File: config.mk
export PLATFORM = sky130hd
export DESIGN_NAME = sub32_seq_flat
export DESIGN_NICKNAME = d
export VERILOG_FILES = /design/src/rtl/sub32_seq_if.sv /design/src/rtl/sub32_seq.sv /design/src/flat_wrapper.sv
export SDC_FILE = /design/constraint.sdc
export NUM_CORES = 1
export LEC_CHECK = 0
export BUFFER_PORTS_ARGS = -buffer_cell sky130_fd_sc_hd__buf_2
export CORE_MARGIN = 2
export CORE_UTILIZATION = 50
export DETAILED_ROUTE_END_ITERATION = 10
export PLACE_DENSITY = 0.72
export REMOVE_ABC_BUFFERS = 1
export SYNTH_ARGS = -nofsm -noshare
export SYNTH_HDL_FRONTEND = slang
export SYNTH_SLANG_ARGS = --single-unit
File: constraint.sdc
create_clock -name clk -period 9.2 [get_ports clk]
set_clock_uncertainty 0.15 [all_clocks]
set_input_delay 0.92 -clock clk [delete_from_list [all_inputs] [get_ports clk]]
set_output_delay 0.92 -clock clk [all_outputs]
set_load 0.005 [all_outputs]
File: src/rtl/sub32_seq_if.sv
// Handshake and result bundle for the nibble-serial subtractor.
// Under SUB32_SEQ_CMP_EN the bundle also carries the slt/sltu compare outputs.
interface sub32_seq_if #(parameter int WIDTH = 32);
    logic             start;
    logic [WIDTH-1:0] a;
    logic [WIDTH-1:0] b;
    logic             busy;
    logic             done;
    logic [WIDTH-1:0] d;
    logic             borrow;
    logic             ovf;
    logic             zero;
`ifdef SUB32_SEQ_CMP_EN
    logic             slt;
    logic             sltu;

    modport master (output start, a, b,
                    input  busy, done, d, borrow, ovf, zero, slt, sltu);
    modport slave  (input  start, a, b,
                    output busy, done, d, borrow, ovf, zero, slt, sltu);
`else
    modport master (output start, a, b,
                    input  busy, done, d, borrow, ovf, zero);
    modport slave  (input  start, a, b,
                    output busy, done, d, borrow, ovf, zero);
`endif
endinterface

File: src/rtl/sub32_seq.sv
// Multi-cycle subtractor: a - b as a + ~b + 1, one nibble per clock, borrow chained in cy_q.
// Optional SUB32_SEQ_CMP_EN adds registered slt/sltu outputs.
module sub32_seq #(
    parameter int WIDTH = 32
) (
    input  logic      clk,
    input  logic      reset,
    sub32_seq_if.slave bus
);
    localparam int NIBS = WIDTH / 4;
    localparam int CW   = (NIBS > 1) ? $clog2(NIBS) : 1;
    localparam logic [CW-1:0] LAST = CW'(NIBS - 1);

    typedef enum logic {IDLE, RUN} state_t;

    state_t           state_q, state_d;
    logic [WIDTH-1:0] a_q, a_d, b_q, b_d;
    logic [WIDTH-1:0] dw_q, dw_d;
    logic [WIDTH-1:0] d_q, d_d;
    logic [CW-1:0]    cnt_q, cnt_d;
    logic             cy_q, cy_d;
    logic             borrow_q, borrow_d;
    logic             ovf_q, ovf_d;
    logic             zero_q, zero_d;
    logic             done_q, done_d;
`ifdef SUB32_SEQ_CMP_EN
    logic             slt_q, slt_d;
    logic             sltu_q, sltu_d;
`endif

    logic [3:0]       a_nib, b_nib;
    logic [4:0]       sum5;
    logic [WIDTH-1:0] d_new;
    logic             ovf_new;

    // Current nibble slice; d_new is the working result with this nibble merged in.
    always_comb begin
        a_nib   = a_q[{cnt_q, 2'b00} +: 4];
        b_nib   = b_q[{cnt_q, 2'b00} +: 4];
        sum5    = {1'b0, a_nib} + {1'b0, ~b_nib} + {4'b0000, cy_q};
        d_new   = dw_q;
        d_new[{cnt_q, 2'b00} +: 4] = sum5[3:0];
        ovf_new = (a_q[WIDTH-1] != b_q[WIDTH-1]) && (d_new[WIDTH-1] != a_q[WIDTH-1]);
    end

    always_comb begin
        state_d  = state_q;
        a_d      = a_q;
        b_d      = b_q;
        dw_d     = dw_q;
        d_d      = d_q;
        cnt_d    = cnt_q;
        cy_d     = cy_q;
        borrow_d = borrow_q;
        ovf_d    = ovf_q;
        zero_d   = zero_q;
        done_d   = 1'b0;
`ifdef SUB32_SEQ_CMP_EN
        slt_d    = slt_q;
        sltu_d   = sltu_q;
`endif
        case (state_q)
            IDLE: begin
                if (bus.start) begin
                    a_d     = bus.a;
                    b_d     = bus.b;
                    cy_d    = 1'b1;
                    cnt_d   = '0;
                    state_d = RUN;
                end
            end
            RUN: begin
                dw_d  = d_new;
                cy_d  = sum5[4];
                cnt_d = cnt_q + 1'b1;
                if (cnt_q == LAST) begin
                    d_d      = d_new;
                    borrow_d = ~sum5[4];
                    ovf_d    = ovf_new;
                    zero_d   = (d_new == '0);
                    done_d   = 1'b1;
                    cnt_d    = '0;
                    state_d  = IDLE;
`ifdef SUB32_SEQ_CMP_EN
                    slt_d    = d_new[WIDTH-1] ^ ovf_new;
                    sltu_d   = ~sum5[4];
`endif
                end
            end
            default: state_d = IDLE;
        endcase
    end

    always_ff @(posedge clk) begin
        if (reset) begin
            state_q  <= IDLE;
            a_q      <= '0;
            b_q      <= '0;
            dw_q     <= '0;
            d_q      <= '0;
            cnt_q    <= '0;
            cy_q     <= 1'b0;
            borrow_q <= 1'b0;
            ovf_q    <= 1'b0;
            zero_q   <= 1'b0;
            done_q   <= 1'b0;
`ifdef SUB32_SEQ_CMP_EN
            slt_q    <= 1'b0;
            sltu_q   <= 1'b0;
`endif
        end else begin
            state_q  <= state_d;
            a_q      <= a_d;
            b_q      <= b_d;
            dw_q     <= dw_d;
            d_q      <= d_d;
            cnt_q    <= cnt_d;
            cy_q     <= cy_d;
            borrow_q <= borrow_d;
            ovf_q    <= ovf_d;
            zero_q   <= zero_d;
            done_q   <= done_d;
`ifdef SUB32_SEQ_CMP_EN
            slt_q    <= slt_d;
            sltu_q   <= sltu_d;
`endif
        end
    end

    assign bus.busy   = (state_q == RUN);
    assign bus.done   = done_q;
    assign bus.d      = d_q;
    assign bus.borrow = borrow_q;
    assign bus.ovf    = ovf_q;
    assign bus.zero   = zero_q;
`ifdef SUB32_SEQ_CMP_EN
    assign bus.slt    = slt_q;
    assign bus.sltu   = sltu_q;
`endif
endmodule

File: src/flat_wrapper.sv
// flat-port wrapper written by rule: the top's interface ports become plain ports
module sub32_seq_flat 
#(
    parameter int WIDTH = 32
)
  (clk, reset, bus_start, bus_a, bus_b, bus_busy, bus_done, bus_d, bus_borrow, bus_ovf, bus_zero);
  sub32_seq_if #(.WIDTH(WIDTH)) bus_i ();
  input  logic clk;
  input  logic reset;
  input wire logic [$bits(bus_i.start)-1:0] bus_start;
  input wire logic [$bits(bus_i.a)-1:0] bus_a;
  input wire logic [$bits(bus_i.b)-1:0] bus_b;
  output wire logic [$bits(bus_i.busy)-1:0] bus_busy;
  output wire logic [$bits(bus_i.done)-1:0] bus_done;
  output wire logic [$bits(bus_i.d)-1:0] bus_d;
  output wire logic [$bits(bus_i.borrow)-1:0] bus_borrow;
  output wire logic [$bits(bus_i.ovf)-1:0] bus_ovf;
  output wire logic [$bits(bus_i.zero)-1:0] bus_zero;
  assign bus_i.start = bus_start;
  assign bus_i.a = bus_a;
  assign bus_i.b = bus_b;
  assign bus_busy = bus_i.busy;
  assign bus_done = bus_i.done;
  assign bus_d = bus_i.d;
  assign bus_borrow = bus_i.borrow;
  assign bus_ovf = bus_i.ovf;
  assign bus_zero = bus_i.zero;
  sub32_seq #(.WIDTH(WIDTH)) u_core (.clk(clk), .reset(reset), .bus(bus_i));
endmodule
==> impl_metrics.toml, run 1 <==
[floorplan]
die_h_um = 115
dieArea_um2 = 13300
initial_core_util = 0.513
chipWidth_um = 115
fp-row-count = 40
ios = 104
core-area_um2 = 12100

[yosys]
synth_warnings = 0
ys_seq_area_frac = 0.443
synth_top_area_frac = 0.443
postSynthCellCount = 729
synth-main-ff-cell = "dfxtp_1"
syn_avg_cell_area_um2 = 8.49
synthTopCellsByArea = "dfxtp_1 44%, nand2_1 9.9%, a21oi_1 7.0%, mux4_2 5.8%, mux2i_1 5.3%"
synth_area_leader_cell = "dfxtp_1"
synth_area_um2 = 6190
synth_cell_types = 53
synth_edf_count = 0
ys_ff_latch = 137
async_reset_ff_frac = 0

[placement]
io_buffers = 103
hpwl_um = 10000
routabilityCongestion = 0.914
dpl_cell_area_um2 = 6740
dp_cells = 951

[cts]
cts_resized = 0
cts_hold_buf = 0
cts_tree = "done"
cts_sinks = 137
clock_latency_ns = 0.42
post-cts-setup-buffers = 0
cts_buffers = 17
cts-htree-levels = 4
clk_pin_slew_worst_paths_ns = 0.05
cts_root_buf = "clkbuf_16"
cts.path.max_buffers = 2

[timing]
setup_viol = 0
maxSlewViolCount = 0
setup_tns_ns = 0
maxSlewHeadroom = 0.207
min_period_ns = 4.69
fmax_mhz = 213
hold_viol = 0
post-route-period-util = 0.510
worst_pin_slew_ns = 1.19
rsz0062_at_grt = "false"
hold_ws_ns = 0.302

[cells_and_area]
n_antenna_cell = 0
drive_above_1_share = 0.206
fin_nets = 881
final_cells = 983
fin_area_um2 = 7370
syn_to_final_growth_pct = 19.1

[worst_setup_path]
cp-startpoint = "u_core.cnt_q[0]"
r2r-start = "u_core.cnt_q[0]"
critPathRequiredTime_ns = 9.38
regToRegEndpoint = "u_core.bus.zero"
critical_path.max_fanout = 32
r2r_slack_ns = 4.51
crit_type = "flip-flop to flip-flop"
reg2reg_depth = 11
crit_path_end = "u_core.bus.zero"
critPathCaptureType = "flip-flop"
worstPathArrival_ns = 4.87
worst_setup_path_start_kind = "flip-flop"

[route]
num_vias = 5370
vias_per_cell = 5.46
wirelength_um = 14700
firstDrtPassIters = 4
wl_per_cell_um = 15.0
drc_errors = 0
drtIter0Drc = 295
ant_nets = 0

[run_status]
outcome = "complete, no violations"

[pwr]
power.density_nw_per_um2 = 207
ir_drop_mv = 0.110
cellLeakagePower_nw = 3.06
power.total_mw = 1.52

[grt]
grt_max_degree = 114
grt_first_pass_wirelength_um = 24400
grt_pass1_vias = 5160
antenna_found_initial = 1
globalRoute.totalOverflow = 0
grt_usage = 0.232

[flow_run]
cap_viol_max_count = 0

[worst_hold_path]
min_path_type = "flip-flop to flip-flop"
flip-flops by register name, summed over array words and instances (netlist names):
name and cells:
u_core.bus.busy 1, u_core.bus.borrow 1, u_core.bus.ovf 1, u_core.b_q 32, u_core.bus.d 32, u_core.cnt_q 3
u_core.bus.done 1, u_core.bus.zero 1, u_core.dw_q 32, u_core.cy_q 1, u_core.a_q 32
per-layer routing:
metal / track usage / up-vias / wire length (um) / share of wire
met4: 0.0827 / 2 / 272 / 0.018
met3: 0.0638 / 30 / 901 / 0.061
met5: 0 / - / 13 / 0.00088
li1: - / 2686 / - / -
met1: 0.298 / 2478 / 6570 / 0.45
met2: 0.379 / 174 / 6990 / 0.47
final cells by class:
cell class,instances,area [um^2]
clock buffer,25,485
fill,1083,4690
sequential,137,2740
inverter,6,22.5
multi-input combinational,532,3210
clock inverter,7,139
tap,168,210
timing repair buffer,108,556
worst max-delay path: stages, from the launching register on:
cell and delay, ns:
dfxtp_2 0.88, mux4_2 0.59, mux2i_1 0.18, fa_1 0.22, inv_1 0.06, fa_1 0.43, xnor2_1 0.82, nor2_1 0.12
mux2i_1 0.27, nand4_1 0.14, or4_1 0.57, o31ai_2 0.18
cell families after synthesis:
kind of cell,count (synthesis),share of synthesized area
and+or+nand+nor,310,0.215
AOI/OAI and AO/OA,157,0.158
DFF,137,0.443
buffers and inverters,60,0.0394
muxes,50,0.113
adders and majority gates,12,0.0267
xor gates and xnor gates,3,0.00425
layout by cell type, fill, tap and decap left out, types with 2 or more instances in the layout:
master	instances
buf_2	102
clkbuf_8	3
o31ai_1	3
ha_1	10
o21ai_0	5
dfxtp_1	136
clkbuf_16	17
fa_1	2
inv_1	5
a211oi_1	38
bufinv_16	4
or2_2	3
nand3_1	7
mux4_2	16
buf_4	6
nor2b_1	3
nor2_1	88
a22oi_1	8
or3b_2	2
nor4_2	2
o211ai_1	2
nand2b_1	5
clkinv_2	2
nor3_1	16
xor2_1	2
nand3b_1	4
nand4_1	6
clkbuf_1	5
a311oi_1	4
mux2i_1	33
nand2_1	163
a21oi_1	86
power breakdown:
part	total, mW	switching, mW	internal, mW
sequential	0.636	0.0181	0.618
clock	0.712	0.237	0.475
combinational	0.177	0.109	0.0682
total	1.52	0.364	1.16
Yosys cell counts, types with 2 or more instances:
cell / n
o31ai_1: 3
or3b_2: 2
buf_6: 2
nand4_1: 6
or2_2: 3
a311oi_1: 4
a22oi_1: 8
buf_2: 2
nand2_1: 163
a211oi_1: 38
fa_1: 2
clkbuf_1: 43
nor3_1: 16
mux2i_1: 33
a21oi_1: 86
nor2_1: 88
nor4_2: 2
xor2_1: 2
o21ai_0: 5
nand3_1: 7
nand2b_1: 6
buf_1: 6
inv_1: 5
nand3b_1: 4
nor2b_1: 4
mux4_2: 16
ha_1: 10
o211ai_1: 2
dfxtp_1: 137
worst min path at each step:
stage | from | endpoint | slack, ns | depth (start not counted)
after global placement | u_core.bus.d[0] | u_core.bus.d[0] | 0.29 | 2
after floorplan | u_core.a_q[10] | u_core.a_q[10] | 0.28 | 2
after global routing | u_core.a_q[17] | u_core.a_q[17] | 0.33 | 2
after detailed placement | u_core.a_q[25] | u_core.a_q[25] | 0.30 | 2
final | u_core.a_q[6] | u_core.a_q[6] | 0.30 | 2
after CTS | u_core.a_q[29] | u_core.a_q[29] | 0.30 | 2
metrics by stage:
step | util | setup WS, ns
after CTS | 0.611 | 4.51
after global placement | 0.559 | 4.66
after detailed placement | 0.559 | 4.54
final | 0.611 | 4.51
after global routing | 0.611 | 4.18
after floorplan | - | 4.80
No activity file was read; power rests on OpenSTA's default activity.
==> run 2, diff against run 1 <==
--- a/config.mk
+++ b/config.mk
@@ -5,11 +5,12 @@
 export SDC_FILE = /design/constraint.sdc
 export NUM_CORES = 1
 export LEC_CHECK = 0
+export ABC_AREA = 1
 export BUFFER_PORTS_ARGS = -buffer_cell sky130_fd_sc_hd__buf_2
 export CORE_MARGIN = 2
 export CORE_UTILIZATION = 50
 export DETAILED_ROUTE_END_ITERATION = 10
-export PLACE_DENSITY = 0.72
+export PLACE_DENSITY = 0.75
 export REMOVE_ABC_BUFFERS = 1
 export SYNTH_ARGS = -nofsm -noshare
 export SYNTH_HDL_FRONTEND = slang
==> constraint.sdc (replaced) <==
create_clock -name clk -period 4.04 [get_ports clk]
set_clock_uncertainty 0.15 [all_clocks]
set_input_delay 0.404 -clock clk [delete_from_list [all_inputs] [get_ports clk]]
set_output_delay 0.404 -clock clk [all_outputs]
set_load 0.005 [all_outputs]
==> run 2 against run 1 <==
  * First-iteration DRC count unchanged
  * Via count up 6.7%
  * Highest routed layer is now met4
  * Critical path depth up 9
  * Combinational power rose to 2.9 times the previous value
  * Setup slack worse by 4.0 ns
  * Cell count up 17%
  * Die area about the same
  * Sequential power up 130%
  * Critical path type unchanged
  * Critical endpoint unchanged
==> impl_metrics.toml, run 2 <==
[grt]
use_met2 = 0.378
grt_usage = 0.226
grt_pass1_vias = 5206
top_usage_layer = "met2"
grt_first_pass_wirelength_um = 24000
use_met3 = 0.0585
globalRoute.totalOverflow = 0
gr-usage-met1 = 0.286
antenna_found_initial = 0
grt_max_degree = 75

[floorplan]
ios = 104
dieArea_um2 = 13300
core-area_um2 = 12100
chipWidth_um = 115
fp-row-count = 40
initial_core_util = 0.513
die_h_um = 115

[route]
drtIter0Drc = 295
firstDrtPassIters = 5
ant_nets = 0
wirelength_um = 14400
drc_errors = 0
num_vias = 5728
vias_per_cell = 4.99
wl_per_cell_um = 12.6

[yosys]
postSynthCellCount = 887
synth_area_um2 = 6180
synthTopCellsByArea = "dfxtp_1 44%, o21ai_0 12%, nor2_1 12%, nand2_1 9.7%, inv_1 4.1%"
ys_ff_latch = 137
synth-adder-area-share = 0.0267
synth_area_leader_cell = "dfxtp_1"
synth-simple-area-share = 0.263
synth-main-ff-cell = "dfxtp_1"
ys_seq_area_frac = 0.444
synth_top_area_frac = 0.444
synth_warnings = 0
synth-compound-area-share = 0.186
async_reset_ff_frac = 0
synth_top_family_by_area = "simple AND/OR/NAND/NOR gates"
synth_xor_area_frac = 0
synth_commonest_cells = "193 x nor2_1, 160 x nand2_1, 151 x o21ai_0"
syn_avg_cell_area_um2 = 6.97
yosys.cell_count.top_type = "nor2_1"
synth_edf_count = 0
synth_cell_types = 33
synthMuxAreaShare = 0

[worst_setup_path]
critical_path.max_fanout = 23
r2r_slack_ns = 0.47
critPathCaptureType = "flip-flop"
path_cells = "buf_4 -> o21ai_0 -> o221ai_1 -> o21ai_0 -> fa_1 -> inv_1 -> fa_1 -> inv_1 -> nor2_1 -> nand3_1 -> nand2_1 -> nand2_1 -> nand2_1 -> nor2_1 -> nand2_1 -> nor2_1 -> nand2_1 -> nor2_1 -> nand3_1 -> nand2_1"
worst_path_most_repeated_cell = "nand2_1"
crit_type = "flip-flop to flip-flop"
critPathRequiredTime_ns = 4.26
slowest_delay_ns = 0.60
worstPathArrival_ns = 3.79
worst_setup_path_start_kind = "flip-flop"
cp_slowest_cell = "dfxtp_1"

[cts]
cts.path.max_buffers = 2
cts_sinks = 137
cts_tree = "done"
post-cts-setup-buffers = 0
cts-htree-levels = 4
cts_root_buf = "clkbuf_16"
clock_latency_ns = 0.43
clk_pin_slew_worst_paths_ns = 0.06
cts_hold_buf = 0
cts_buffers = 17
cts_resized = 0

[timing]
hold_viol = 0
min_period_ns = 3.57
post-route-period-util = 0.883
fmax_mhz = 280
fin_ws_ns = 0.474
setup_viol = 0
rsz0062_at_grt = "false"
maxSlewHeadroom = 0.363
setup_tns_ns = 0
maxSlewViolCount = 0
worst_pin_slew_ns = 0.955

[pwr]
power.density_nw_per_um2 = 485
cellLeakagePower_nw = 3.53
power.total_mw = 3.58
ir_drop_mv = 0.266

[cells_and_area]
fillers = 1174
fin_nets = 1045
final_cell_mix = "192 x nor2_1, 159 x nand2_1, 151 x o21ai_0"
final_common_cell = "nor2_1"
n_antenna_cell = 0
syn_to_final_growth_pct = 19.4
drive_above_1_share = 0.173

[placement]
routabilityCongestion = 0.873
hpwl_um = 10200
io_buffers = 103
dpl_worst_slack_ns = 0.525

[run_status]
outcome = "complete, no violations"

[worst_hold_path]
min_path_type = "input port to flip-flop"

[flow_run]
cap_viol_max_count = 0
-- run 2: cell count changes after synthesis, sizes merged, moves of 18 or more --
cell,change
o211ai,+21
nand3,+18
inv,+70
mux2i,-33
o21ai,+148
nor2,+107
a211oi,-38
a21oi,-69
-- run 2: final timing paths --
check | from | to | cells past startpoint
setup reg to reg | u_core.cnt_q[0] | u_core.bus.zero | 20
setup / recovery | u_core.cnt_q[0] | u_core.bus.zero | 20
hold / removal | bus_a[12] | u_core.a_q[12] | 3
hold reg to reg | u_core.bus.d[11] | u_core.bus.d[11] | 2
-- run 2: cell type report --
class	instances	area (um^2)	share of cell area
well taps	168	210	0.0285
multi-input cells	622	2950	0.399
repair buffers	111	576	0.0780
inverters	77	292	0.0395
clock buffers	21	470	0.0637
clock inverters	11	145	0.0197
flip-flops and latches	137	2740	0.372
-- run 2: cell families after synthesis --
kind of cell,Yosys count
compound gates,211
buf+inv,128
simple gates,399
fa+ha+maj,12
flops,137
-- run 2: worst max-delay path: cells and delay by family (launching register included) --
family,cells,cell delay [ns]
AO/OA/AOI/OAI,3,0.44
adder cells (fa/ha/maj),2,0.84
buffers and inverters,3,0.53
flip-flops,1,0.60
AND/OR/NAND/NOR,12,0.93
-- run 2: stage by stage --
step / area (um^2) / utilization / hold WS [ns] / cells
6_report: 7380 / 0.612 / 0.0783 / 1147
5_1_grt: 7380 / 0.612 / 0.0787 / 1147
4_1_cts: 7380 / 0.612 / 0.0663 / 1147
3_5_place_dp: 6770 / 0.561 / 0.290 / 1115
3_3_place_gp: 6770 / 0.561 / 0.285 / 1115
2_1_floorplan: 5980 / - / 0.292 / 836
-- run 2: where the power goes --
group | internal, mW | leakage [nW] | switching [mW]
logic | 0.180 | 2.11 | 0.326
registers | 1.43 | 1.13 | 0.0518
clock network | 1.02 | 0.295 | 0.578
total | 2.63 | 3.53 | 0.955
-- run 2: layer usage --
metal | wire, um | part of all wire | vias to the layer above
met4 | 182 | 0.013 | 0
met5 | 0 | 0 | -
li1 | - | - | 3036
met3 | 576 | 0.040 | 13
met1 | 6880 | 0.48 | 2559
met2 | 6760 | 0.47 | 120
